`src/rtl/multicycle_controller.sv`:
```
// Multi-cycle control FSM for a LEGv8 datapath. Each instruction moves through
// FETCH/DECODE/EXEC/MEM/WB and this block drives every datapath select and strobe.
// It waits on a data-memory ready handshake, flags undecodable opcodes and memory
// timeouts, and counts retired instructions.
//
// Ports:
//   clock, reset_n      system clock (rising edge), asynchronous active-low reset
//   Opcode[10:0]        Instruction[31:21] from the latched IR
//   Zero                ALU zero flag for the current cycle
//   mem_ready           data memory finished the current read/write
//   IRWrite, PCWrite, PCSrc, Reg2Loc, ALUSrc, ALUOp[1:0],
//   MemRead, MemWrite, MemtoReg, RegWrite   datapath controls
//   state[3:0]          current FSM state (debug)
//   illegal, timeout    sticky error flags
//   retired[CNT_W-1:0]  retired-instruction count, wraps
module multicycle_controller #(
  parameter int unsigned MEM_TIMEOUT = 16,
  parameter int unsigned CNT_W       = 16
) (
  input  logic             clock,
  input  logic             reset_n,
  input  logic [10:0]      Opcode,
  input  logic             Zero,
  input  logic             mem_ready,
  output logic             IRWrite,
  output logic             PCWrite,
  output logic             PCSrc,
  output logic             Reg2Loc,
  output logic             ALUSrc,
  output logic [1:0]       ALUOp,
  output logic             MemRead,
  output logic             MemWrite,
  output logic             MemtoReg,
  output logic             RegWrite,
  output logic [3:0]       state,
  output logic             illegal,
  output logic             timeout,
  output logic [CNT_W-1:0] retired
);

  localparam int unsigned WAIT_W = (MEM_TIMEOUT > 1) ? $clog2(MEM_TIMEOUT) : 1;

  typedef enum logic [3:0] {
    S_INIT   = 4'd0,
    S_FETCH  = 4'd1,
    S_DECODE = 4'd2,
    S_EXEC_R = 4'd3,
    S_WB_R   = 4'd4,
    S_ADDR   = 4'd5,
    S_MEM_RD = 4'd6,
    S_WB_LD  = 4'd7,
    S_MEM_WR = 4'd8,
    S_CBZ    = 4'd9,
    S_BR     = 4'd10,
    S_HALT   = 4'd15
  } state_e;

  typedef struct packed {
    logic       ir_write;
    logic       pc_write;
    logic       pc_src;
    logic       reg2loc;
    logic       alu_src;
    logic [1:0] alu_op;
    logic       mem_read;
    logic       mem_write;
    logic       mem_to_reg;
    logic       reg_write;
  } ctrl_t;

  state_e             state_q, state_d;
  ctrl_t              ctrl_q, ctrl_d;
  logic               store_q, store_d;
  logic [WAIT_W-1:0]  wait_q, wait_d;
  logic               illegal_q, illegal_d;
  logic               timeout_q, timeout_d;
  logic [CNT_W-1:0]   retired_q, retired_d;
  logic               retire;
  logic               wait_last;

  assign wait_last = (wait_q == WAIT_W'(MEM_TIMEOUT - 1));

  // Next state, flags, counters, and registered Moore decode of the next state
  always_comb begin
    state_d   = state_q;
    store_d   = store_q;
    wait_d    = wait_q;
    illegal_d = illegal_q;
    timeout_d = timeout_q;
    retire    = 1'b0;
    ctrl_d    = '0;

    case (state_q)
      S_INIT:   state_d = S_FETCH;
      S_FETCH:  state_d = S_DECODE;
      S_DECODE: begin
        casez (Opcode)
          11'b10001011000,
          11'b11001011000,
          11'b10001010000,
          11'b10101010000: state_d = S_EXEC_R;
          11'b11111000010: begin state_d = S_ADDR; store_d = 1'b0; end
          11'b11111000000: begin state_d = S_ADDR; store_d = 1'b1; end
          11'b10110100???: state_d = S_CBZ;
          11'b000101?????: state_d = S_BR;
          default: begin state_d = S_HALT; illegal_d = 1'b1; end
        endcase
      end
      S_EXEC_R: state_d = S_WB_R;
      S_WB_R:   begin state_d = S_FETCH; retire = 1'b1; end
      S_ADDR: begin
        state_d = store_q ? S_MEM_WR : S_MEM_RD;
        wait_d  = '0;
      end
      S_MEM_RD: begin
        if (mem_ready)      state_d = S_WB_LD;
        else if (wait_last) begin state_d = S_HALT; timeout_d = 1'b1; end
        else                wait_d = wait_q + WAIT_W'(1);
      end
      S_WB_LD:  begin state_d = S_FETCH; retire = 1'b1; end
      S_MEM_WR: begin
        if (mem_ready)      begin state_d = S_FETCH; retire = 1'b1; end
        else if (wait_last) begin state_d = S_HALT; timeout_d = 1'b1; end
        else                wait_d = wait_q + WAIT_W'(1);
      end
      S_CBZ:    begin state_d = S_FETCH; retire = 1'b1; end
      S_BR:     begin state_d = S_FETCH; retire = 1'b1; end
      S_HALT:   state_d = S_HALT;
      default:  state_d = S_INIT;
    endcase

    retired_d = retire ? retired_q + CNT_W'(1) : retired_q;

    // Outputs are decoded from the state being entered so they line up with it
    case (state_d)
      S_FETCH:  begin ctrl_d.ir_write = 1'b1; ctrl_d.pc_write = 1'b1; end
      S_EXEC_R: ctrl_d.alu_op = 2'b10;
      S_WB_R:   begin ctrl_d.alu_op = 2'b10; ctrl_d.reg_write = 1'b1; end
      S_ADDR:   begin ctrl_d.alu_src = 1'b1; ctrl_d.reg2loc = store_d; end
      S_MEM_RD: begin ctrl_d.alu_src = 1'b1; ctrl_d.mem_read = 1'b1; end
      S_WB_LD: begin
        ctrl_d.alu_src    = 1'b1;
        ctrl_d.mem_read   = 1'b1;
        ctrl_d.mem_to_reg = 1'b1;
        ctrl_d.reg_write  = 1'b1;
      end
      S_MEM_WR: begin
        ctrl_d.alu_src   = 1'b1;
        ctrl_d.reg2loc   = 1'b1;
        ctrl_d.mem_write = 1'b1;
      end
      // PCWrite for CBZ comes from the live Zero flag, added below
      S_CBZ:    begin ctrl_d.reg2loc = 1'b1; ctrl_d.alu_op = 2'b01; ctrl_d.pc_src = 1'b1; end
      S_BR:     begin ctrl_d.pc_write = 1'b1; ctrl_d.pc_src = 1'b1; end
      default:  ctrl_d = '0;
    endcase
  end

  // State, control and bookkeeping registers
  always_ff @(posedge clock or negedge reset_n) begin
    if (!reset_n) begin
      state_q   <= S_INIT;
      ctrl_q    <= '0;
      store_q   <= 1'b0;
      wait_q    <= '0;
      illegal_q <= 1'b0;
      timeout_q <= 1'b0;
      retired_q <= '0;
    end else begin
      state_q   <= state_d;
      ctrl_q    <= ctrl_d;
      store_q   <= store_d;
      wait_q    <= wait_d;
      illegal_q <= illegal_d;
      timeout_q <= timeout_d;
      retired_q <= retired_d;
    end
  end

  assign IRWrite  = ctrl_q.ir_write;
  assign PCWrite  = ctrl_q.pc_write | ((state_q == S_CBZ) & Zero);
  assign PCSrc    = ctrl_q.pc_src;
  assign Reg2Loc  = ctrl_q.reg2loc;
  assign ALUSrc   = ctrl_q.alu_src;
  assign ALUOp    = ctrl_q.alu_op;
  assign MemRead  = ctrl_q.mem_read;
  assign MemWrite = ctrl_q.mem_write;
  assign MemtoReg = ctrl_q.mem_to_reg;
  assign RegWrite = ctrl_q.reg_write;
  assign state    = state_q;
  assign illegal  = illegal_q;
  assign timeout  = timeout_q;
  assign retired  = retired_q;

endmodule

```
`config.mk`:
```
export PLATFORM = sky130hd
export DESIGN_NAME = multicycle_controller
export DESIGN_NICKNAME = d
export VERILOG_FILES = /design/src/rtl/multicycle_controller.sv
export SDC_FILE = /design/constraint.sdc
export NUM_CORES = 1
export LEC_CHECK = 0
export CAP_MARGIN = 20
export CORE_ASPECT_RATIO = 1.5
export CORE_UTILIZATION = 28
export CTS_BUF_LIST = sky130_fd_sc_hd__clkbuf_8
export DETAILED_ROUTE_END_ITERATION = 10
export PLACE_DENSITY = 0.5
export SLEW_MARGIN = 20
export SYNTH_ARGS = -nofsm -noshare
export SYNTH_HDL_FRONTEND = slang
export SYNTH_SLANG_ARGS = --single-unit
```
`constraint.sdc`:
```
create_clock -name clock -period 6 [get_ports clock]
set_clock_uncertainty 0.1 [all_clocks]
set_input_delay 0.6 -clock clock [delete_from_list [all_inputs] [get_ports clock]]
set_output_delay 0.6 -clock clock [all_outputs]
set_load 0.1 [all_outputs]
```
Word level (Yosys, flattened, before mapping)
Cells that the tools add are included.
{"block": "totals", "ff_bits": 38, "memories": 0, "rom_bits": 0, "wordCells": 94, "output_inout_bits": 33, "input_bits": 15, "latch_bits": 0, "ram_bits": 0}
{"block": "classes", "reduce_logical": 18, "div_mod_pow": 0, "mul": 0, "add_sub_neg": 2, "muxes": 23, "shift": 0, "n_eq_ne": 31, "n_bitwise": 4, "order_cmp": 0}
{"cell": "== test 11 bit (second input constant)", "count": 6}
{"cell": "== test 4 x 3 -> 1 bit (second input constant)", "count": 8}
{"cell": "== test 4 bit (second input constant)", "count": 8}
{"cell": "case mux 4 bit (8 select lines)", "count": 1}
{"cell": "2-to-1 mux 4 bit", "count": 6}
{"cell": "adder 16 x 1 -> 16 bit (second input constant)", "count": 1}
{"cell": "case mux 4 bit (4 select lines)", "count": 1}
{"cell": "OR reduction 2 bit", "count": 8}
{"cell": "== test 4 x 2 -> 1 bit (second input constant)", "count": 3}
{"cell": "OR reduction 4 bit", "count": 3}
{"cell": "2-to-1 mux 1 bit", "count": 10}
{"cell": "== test 4 x 1 -> 1 bit (second input constant)", "count": 2}
{"cell": "== test 8 bit (second input constant)", "count": 1}
{"cell": "case mux 4 bit (2 select lines)", "count": 1}
{"cell": "OR reduction 8 bit", "count": 1}
{"cell": "== test 6 x 3 -> 1 bit (second input constant)", "count": 1}
{"cell": "case mux 1 bit (2 select lines)", "count": 3}
{"cell": "AND reduction 3 bit", "count": 2}
{"cell": "OR reduction 5 bit", "count": 1}
{"cell": "adder 4 x 1 -> 4 bit (second input constant)", "count": 1}
{"cell": "zero test 4 bit", "count": 1}
{"cell": "!= test 2 bit (second input constant)", "count": 2}
{"cell": "case mux 2 bit (2 select lines)", "count": 1}
{"cell": "NOT 1 bit", "count": 2}
{"cell": "other kinds (4)", "count": 4}

Depth between registers and ports, before layout
Gate-level depths: netlist of run 1.
{"block": "logic_depth", "depth_word": 7, "depth_mapped": 9, "ltp_nobuf": 7}

Worst setup path after synthesis of run 1
OpenSTA, ideal clock, no wires.
{"block": "synth_path", "path_kind": "register to output", "start": "register state_q[0], in the netlist state[0]", "end": "output port PCWrite", "arrival_time_ns": 2.087, "path_buffers": 2, "path_stages_with_launch": 4, "required_time_ns": 5.300, "slack_ns": 3.213, "cell_sequence": "dfrtp_1 -> buf_4 -> buf_6 -> a41o_1"}
{"block": "synth_via", "elab_chain_cells": 3}
{"item": "from (decl)", "line_no": "71", "text": "state_e state_q, state_d;"}
{"item": "from (signal assigned)", "line_no": "170", "text": "state_q <= state_d;"}
{"item": "== test 4 bit", "line_no": "181", "text": "assign PCWrite = ctrl_q.pc_write | ((state_q == S_CBZ) & Zero);"}
{"item": "bitwise AND 1 bit", "line_no": "181"}
{"item": "OR 1 bit", "line_no": "181"}
{"item": "to (decl)", "line_no": "26", "text": "output logic PCWrite,"}
No other way between the ends.

Worst setup path in the final report of run 1
Same ends and word-level chain as after synthesis.

==> results of run 1 <==
-- path summary, 6_finish.rpt --
kind,endpoint,slack (ns),cells after the start,from
worst max-delay path,PCWrite,2.90,2,state[0]
worst min-delay path,wait_q[0],0.32,1,reset_n
worst max register to register,ctrl_q[9],3.64,7,state[1]
worst min register to register,retired[15],0.37,1,retired[15]
max in group asynchronous,MemWrite,4.95,1,reset_n
min in group clock,retired[15],0.37,1,retired[15]
-- worst max-delay path, stage by stage, from the launching register on --
cell	delay [ns]
dfrtp_1	0.71
a41o_1	0.26
clkdlybuf4s50_1	1.13
-- per-stage QoR --
| step | worst slack [ns] | cell area, µm² | total power (µW) | util (%) |
|---|---|---|---|---|
| floorplan | 3.21 | 2000 | 265 | - |
| global placement | 2.97 | 2490 | 282 | 36.1 |
| detailed placement | 2.93 | 2490 | 282 | 36.1 |
| CTS | 2.89 | 2590 | 470 | 37.5 |
| global route | 2.81 | 2590 | 481 | 37.5 |
| finish | 2.90 | 2590 | 461 | 37.5 |
-- cells in the final DEF, fill, tap and decap left out, types with 2 or more instances in the layout --
master | netlist | layout
a21oi_1 | 2 | 2
a21oi_2 | 2 | 2
and3_1 | 6 | 6
clkbuf_8 | 0 | 6
clkdlybuf4s50_1 | 0 | 46
dfrtp_1 | 38 | 38
ha_1 | 2 | 2
inv_1 | 2 | 2
nand2_1 | 14 | 14
nand2_2 | 2 | 2
nand2b_1 | 4 | 4
nand3_1 | 14 | 14
nand3b_1 | 2 | 2
nand4_1 | 4 | 4
nor2_1 | 13 | 13
nor3_1 | 5 | 5
nor3b_2 | 2 | 2
o21ai_0 | 3 | 3
o21ai_1 | 5 | 5
o31ai_1 | 2 | 2
o32a_1 | 2 | 2
o32a_2 | 2 | 2
or2_1 | 2 | 2
or3_1 | 3 | 3
xnor2_1 | 12 | 12
xor2_1 | 5 | 5
-- per-layer routing --
| layer | global-route usage [%] | vias up | routed length (µm) |
|---|---|---|---|
| met1 | 14.4 | 757 | 1840 |
| met4 | 5.43 | 0 | 74 |
| met2 | 22.3 | 33 | 2290 |
| li1 | - | 767 | - |
| met5 | 0 | - | 0 |
| met3 | 2.96 | 7 | 117 |
-- registers in the layout (all words and copies together) (netlist names), 2 cells and up --
signal   count
retired     16
state        4
wait_q       4
ALUOp        2
-- cell type report --
| cell class | instances | area (µm²) | area share, % |
|---|---|---|---|
| Multi-Input combinational cell | 138 | 965 | 37.3 |
| Tap cell | 78 | 97.6 | 3.77 |
| Sequential cell | 38 | 951 | 36.8 |
| Inverter | 3 | 13.8 | 0.532 |
| Timing Repair Buffer | 47 | 465 | 18.0 |
| Clock buffer | 6 | 82.6 | 3.19 |
| Clock inverter | 2 | 12.5 | 0.484 |
-- cell families after synthesis --
logic type	count (synthesis)	share of synthesized area (%)
adder cells (fa/ha/maj)	2	1.25
multiplexers	2	1.06
AO/OA/AOI/OAI	31	13.5
buffers and inverters	11	4.31
AND/OR/NAND/NOR	86	24.9
XOR/XNOR	17	7.44
flip-flops	38	47.5
-- report_power, final --
| group | switching (µW) | total (µW) | internal, µW |
|---|---|---|---|
| combinational | 10.9 | 20.8 | 9.97 |
| clock | 91.7 | 184 | 92.4 |
| sequential | 0.00302 | 256 | 256 |
==> summary.txt, run 1 <==
STA
  • Final Hold Viols: 0
  • RSZ-0062 raised after global routing: no
  • Slew headroom: 33.3%
  • Setup TNS: 0 ns
  • Actual slew at the worst max-slew pin: 0.998 ns
  • FMAX: 323 MHz
  • Hold_ws: 0.320 ns
  • Final Max Tran Viols: 0
  • Final setup violation count: 0
  • Min Tclk post-route: 3.10 ns
  • Part of the cycle the worst path needs: around half

Clocking
  • CTS Sinks: 38
  • Max Root-Sink Buffers: 2
  • Clock Latency Late Sink: between 0.2 and 0.3 ns
  • Setup bufs post-CTS: 0
  • # hold bufs at CTS: 0
  • # H-tree levels: 2
  • Total CTS buffers: 5
  • CTS tree: done
  • CTS resizes: 0
  • Reg clk slew, reported paths: 0.08 ns
  • CTS root buffer: clkbuf_8

Setup path
  • Critical Path AT: 2.40 ns
  • Critical path type: register to output pin
  • CP Max Fanout: 18
  • CP required: 5.30 ns
  • Setup crit end kind: output pin
  • Startpoint types: register

Finish
  • Share of layout cells above drive strength 1: approximately 13%
  • Fill cells: around 700
  • Fin nets: 250
  • Diode count: 0
  • Fin cells: 312
  • Area delta synth->final: 29.2%

Place
  • I/O Buffers: 47
  • Final HPWL DP: between 3000 and 4000 µm
  • Placed Cells incl. Taps: roughly 300
  • Final Wtd Congestion: about 0.70

GRT
  • Vias in the first global route: 1499
  • Largest net degree at the start of global routing: 39
  • Grt ovf: 0
  • Global-route usage over all layers: 12.6%
  • Initial antenna violation count: 0
  • First-pass GRT wire length: 7320 µm

Yosys
  • Most frequent cells after synthesis: dfrtp_1, nand2_1, nand3_1
  • Post-synth top area share: 47.5%
  • Yosys top cell by area: dfrtp_1
  • Cell Area, Synth: 2000 µm²
  • Yosys reg bits: 38
  • Primary FF master, synth: dfrtp_1
  • Ys Warns: 0
  • Post-Syn Nets: 204
  • Number of flops mapped to enable cells by yosys: 0
  • Yosys cell types: 58
  • Mapped Cells: 187
  • Seq/Total Area, Yosys: a little under half
  • Count leader, synth: dfrtp_1
  • Mean post-synth cell area: 10.7 µm²
  • Top post-synthesis cells by area: dfrtp_1, xnor2_1, nand3_1, nand2_1, nor2_1
  • Ys async rst share: 100%

Die
  • Initial Util: 29.0%
  • Die height: 106 µm
  • Die width: 71.0 µm
  • Boundary pin count: between 40 and 50
  • Area of the core: 6900 µm²
  • Die area: 7500 µm²
  • # rows: 37

Routing
  • Drt via density: around 5.0
  • Antenna Nets Post-Route: 0
  • Final WL: 4320 µm
  • Drt first pass iters: 10
  • DR iter-0 viols: between 40 and 50
  • Remaining DRCs: 4
  • DR vias: 1564
  • Routed len/inst: 13.9 µm

Pwr
  • Worst vdd ir: between 0.08 and 0.09 mV
  • Leak: 0.00109 µW
  • PwrDens: 178 nW/µm²

Run status
  • Outcome: finished with violations
  • Failing checks: design-rule violations

Hold path
  • Hold Path Class: input port to asynchronous set/reset pin

Job
  • Max-cap violations: 0
Power figures use the tool's default switching activity.
==> run 2: changes to the inputs <==
PLACE_DENSITY = 0.52   (was 0.5)
clock period = 2.57 ns   (was 6 ns; I/O delays follow)
==> summary.txt, run 2 (synthesized netlist as in run 1, its figures left out) <==
GRT
  • First-pass GRT wire length: 7490 µm
  • Largest net degree at the start of global routing: 39
  • Grt ovf: 0
  • Vias in the first global route: ~1.6k
  • Initial antenna violation count: 0
  • Global-route usage over all layers: 12.7%

Finish
  • Fill cells: 693
  • Most common cell after layout, fill and taps aside: dfrtp_1
  • Area delta synth->final: 28.6%
  • Max reg flops: 16
  • Share of layout cells above drive strength 1: between 20 and 30%
  • Fin nets: 253
  • Most frequent cells in the layout: dfrtp_1, buf_4, nand2_1, nand3_1
  • Final Cell Area: 2570 µm²
  • Diode count: 0

Setup path
  • Setup crit end kind: register
  • FF-to-FF End: ALUSrc
  • CP Max Fanout: 9
  • Startpoint types: register
  • CP required: 2.68 ns
  • Crit Reg-Reg Startpoint: wait_q[0]
  • Critical path type: register to register
  • End point of the critical path: ALUSrc
  • Critical path origin: wait_q[0]
  • Worst reg2reg path depth: 7
  • R2r setup slk: 0.36 ns
  • Critical Path AT: between 2 and 2.5 ns

STA
  • FMAX: about 450 MHz
  • Slew headroom: ~44%
  • Part of the cycle the worst path needs: ~86%
  • Min Tclk post-route: 2.21 ns
  • RSZ-0062 raised after global routing: no
  • Setup TNS: 0 ns
  • Final setup violation count: 0
  • Final Hold Viols: 38
  • Final Max Tran Viols: 0
  • Actual slew at the worst max-slew pin: 0.836 ns
  • Hold_ws: -0.0331 ns

Job
  • Max-cap violations: 0

Run status
  • Outcome: finished with violations
  • Failing checks: design-rule violations, negative hold slack

Die
  • Area of the core: about 7000 µm²
  • Die height: 106 µm
  • Die area: about 7500 µm²
  • Die width: 71.0 µm
  • Initial Util: 29.0%
  • # rows: 37
  • Boundary pin count: 48

Pwr
  • PwrDens: 496 nW/µm²
  • Net switching power: 242 µW
  • Switch share: a little under a fifth
  • Int Pwr: 1030 µW
  • Leak: 0.00118 µW
  • Clock share of power: 49.4%
  • Combinational Power Share: 3.8%
  • Share of power burned in registers: between 40% and 50%
  • Worst vdd ir: around 0.31 mV

Routing
  • DR vias: ~1.5k
  • Antenna Nets Post-Route: 0
  • Drt via density: between 4 and 5
  • DR iter-0 viols: 89
  • Routed len/inst: roughly 15 µm
  • Final WL: 4570 µm
  • Remaining DRCs: 5
  • Drt first pass iters: 7

Place
  • I/O Buffers: 47
  • Final Wtd Congestion: between 0.7 and 0.8
  • Final HPWL DP: approximately 3300 µm
  • Area after DPL: roughly 2400 µm²

Clocking
  • CTS root buffer: clkbuf_8
  • Setup bufs post-CTS: 0
  • Max Root-Sink Buffers: 2
  • # H-tree levels: 2
  • Total CTS buffers: 5
  • # hold bufs at CTS: 0
  • Clock Latency Late Sink: 0.29 ns
  • Reg clk slew, reported paths: roughly 0.07 ns
  • CTS Sinks: 38
  • CTS resizes: 0
  • CTS tree: done

Hold path
  • Hold Path Class: input port to asynchronous set/reset pin
run 2: cell types whose count changed in the layout (fill, tap and decap cells not counted):
cell | before | now
buf_4 | 0 | 36
clkdlybuf4s50_1 | 46 | 13
bufinv_16 | 0 | 2
clkinv_2 | 1 | 0
clkinvlp_4 | 1 | 0
run 2: through the flow:
step           instances  worst slack, ns  utilization (%)  total power, µW
2_1_floorplan        187           0.0394                -              619
3_3_place_gp         307            0.228             35.3              659
3_5_place_dp         307            0.191             35.3              660
4_1_cts              315            0.347             37.3             1300
5_1_grt              315            0.184             37.3             1320
6_report             315            0.359             37.3             1280
run 2: worst max-delay path, cell delays in order (launching register included):
cell      delay (ns)
dfrtp_1         0.41
ha_1            0.22
and3_2          0.24
nor3_2          0.27
o221a_1         0.26
o221ai_2        0.19
or2_1           0.30
o21ai_1         0.13
run 2: worst min-delay path by stage:
stage	startpoint	endpoint	cells past startpoint	slack, ns
global placement	reset_n	wait_q[3]	1	0.32
finish	reset_n	retired[2]	1	-0.03
global route	reset_n	state[3]	1	0.05
CTS	reset_n	retired[6]	1	0.007
detailed placement	reset_n	wait_q[3]	1	0.33
floorplan	reset_n	ALUOp[0]	0	-0.14
run 2: metal layers:
metal  track usage [%]  up-vias  wire, µm
met5                 0        -         0
met4              5.57        0        35
met3              1.53        2       139
met2              23.8       31      2500
met1              14.1      749      1900
li1                  -      766         -
run 2: area by class of cell:
type                            count  area [µm²]  area share, %
Multi-Input combinational cell    138         965           37.5
Clock buffer                        6        82.6           3.21
Sequential cell                    38         951           36.9
Clock inverter                      2        60.1           2.33
Tap cell                           78        97.6           3.79
Timing Repair Buffer               50         405           15.7
Inverter                            3        13.8          0.534
run 2: power groups by stage:
stage	combinational [µW]	clock [µW]	sequential, µW
2_1_floorplan	10.0	0	609
4_1_cts	50.4	652	597
3_5_place_dp	50.4	0	609
6_report	48.8	631	597
5_1_grt	54.7	669	597
3_3_place_gp	50.0	0	609
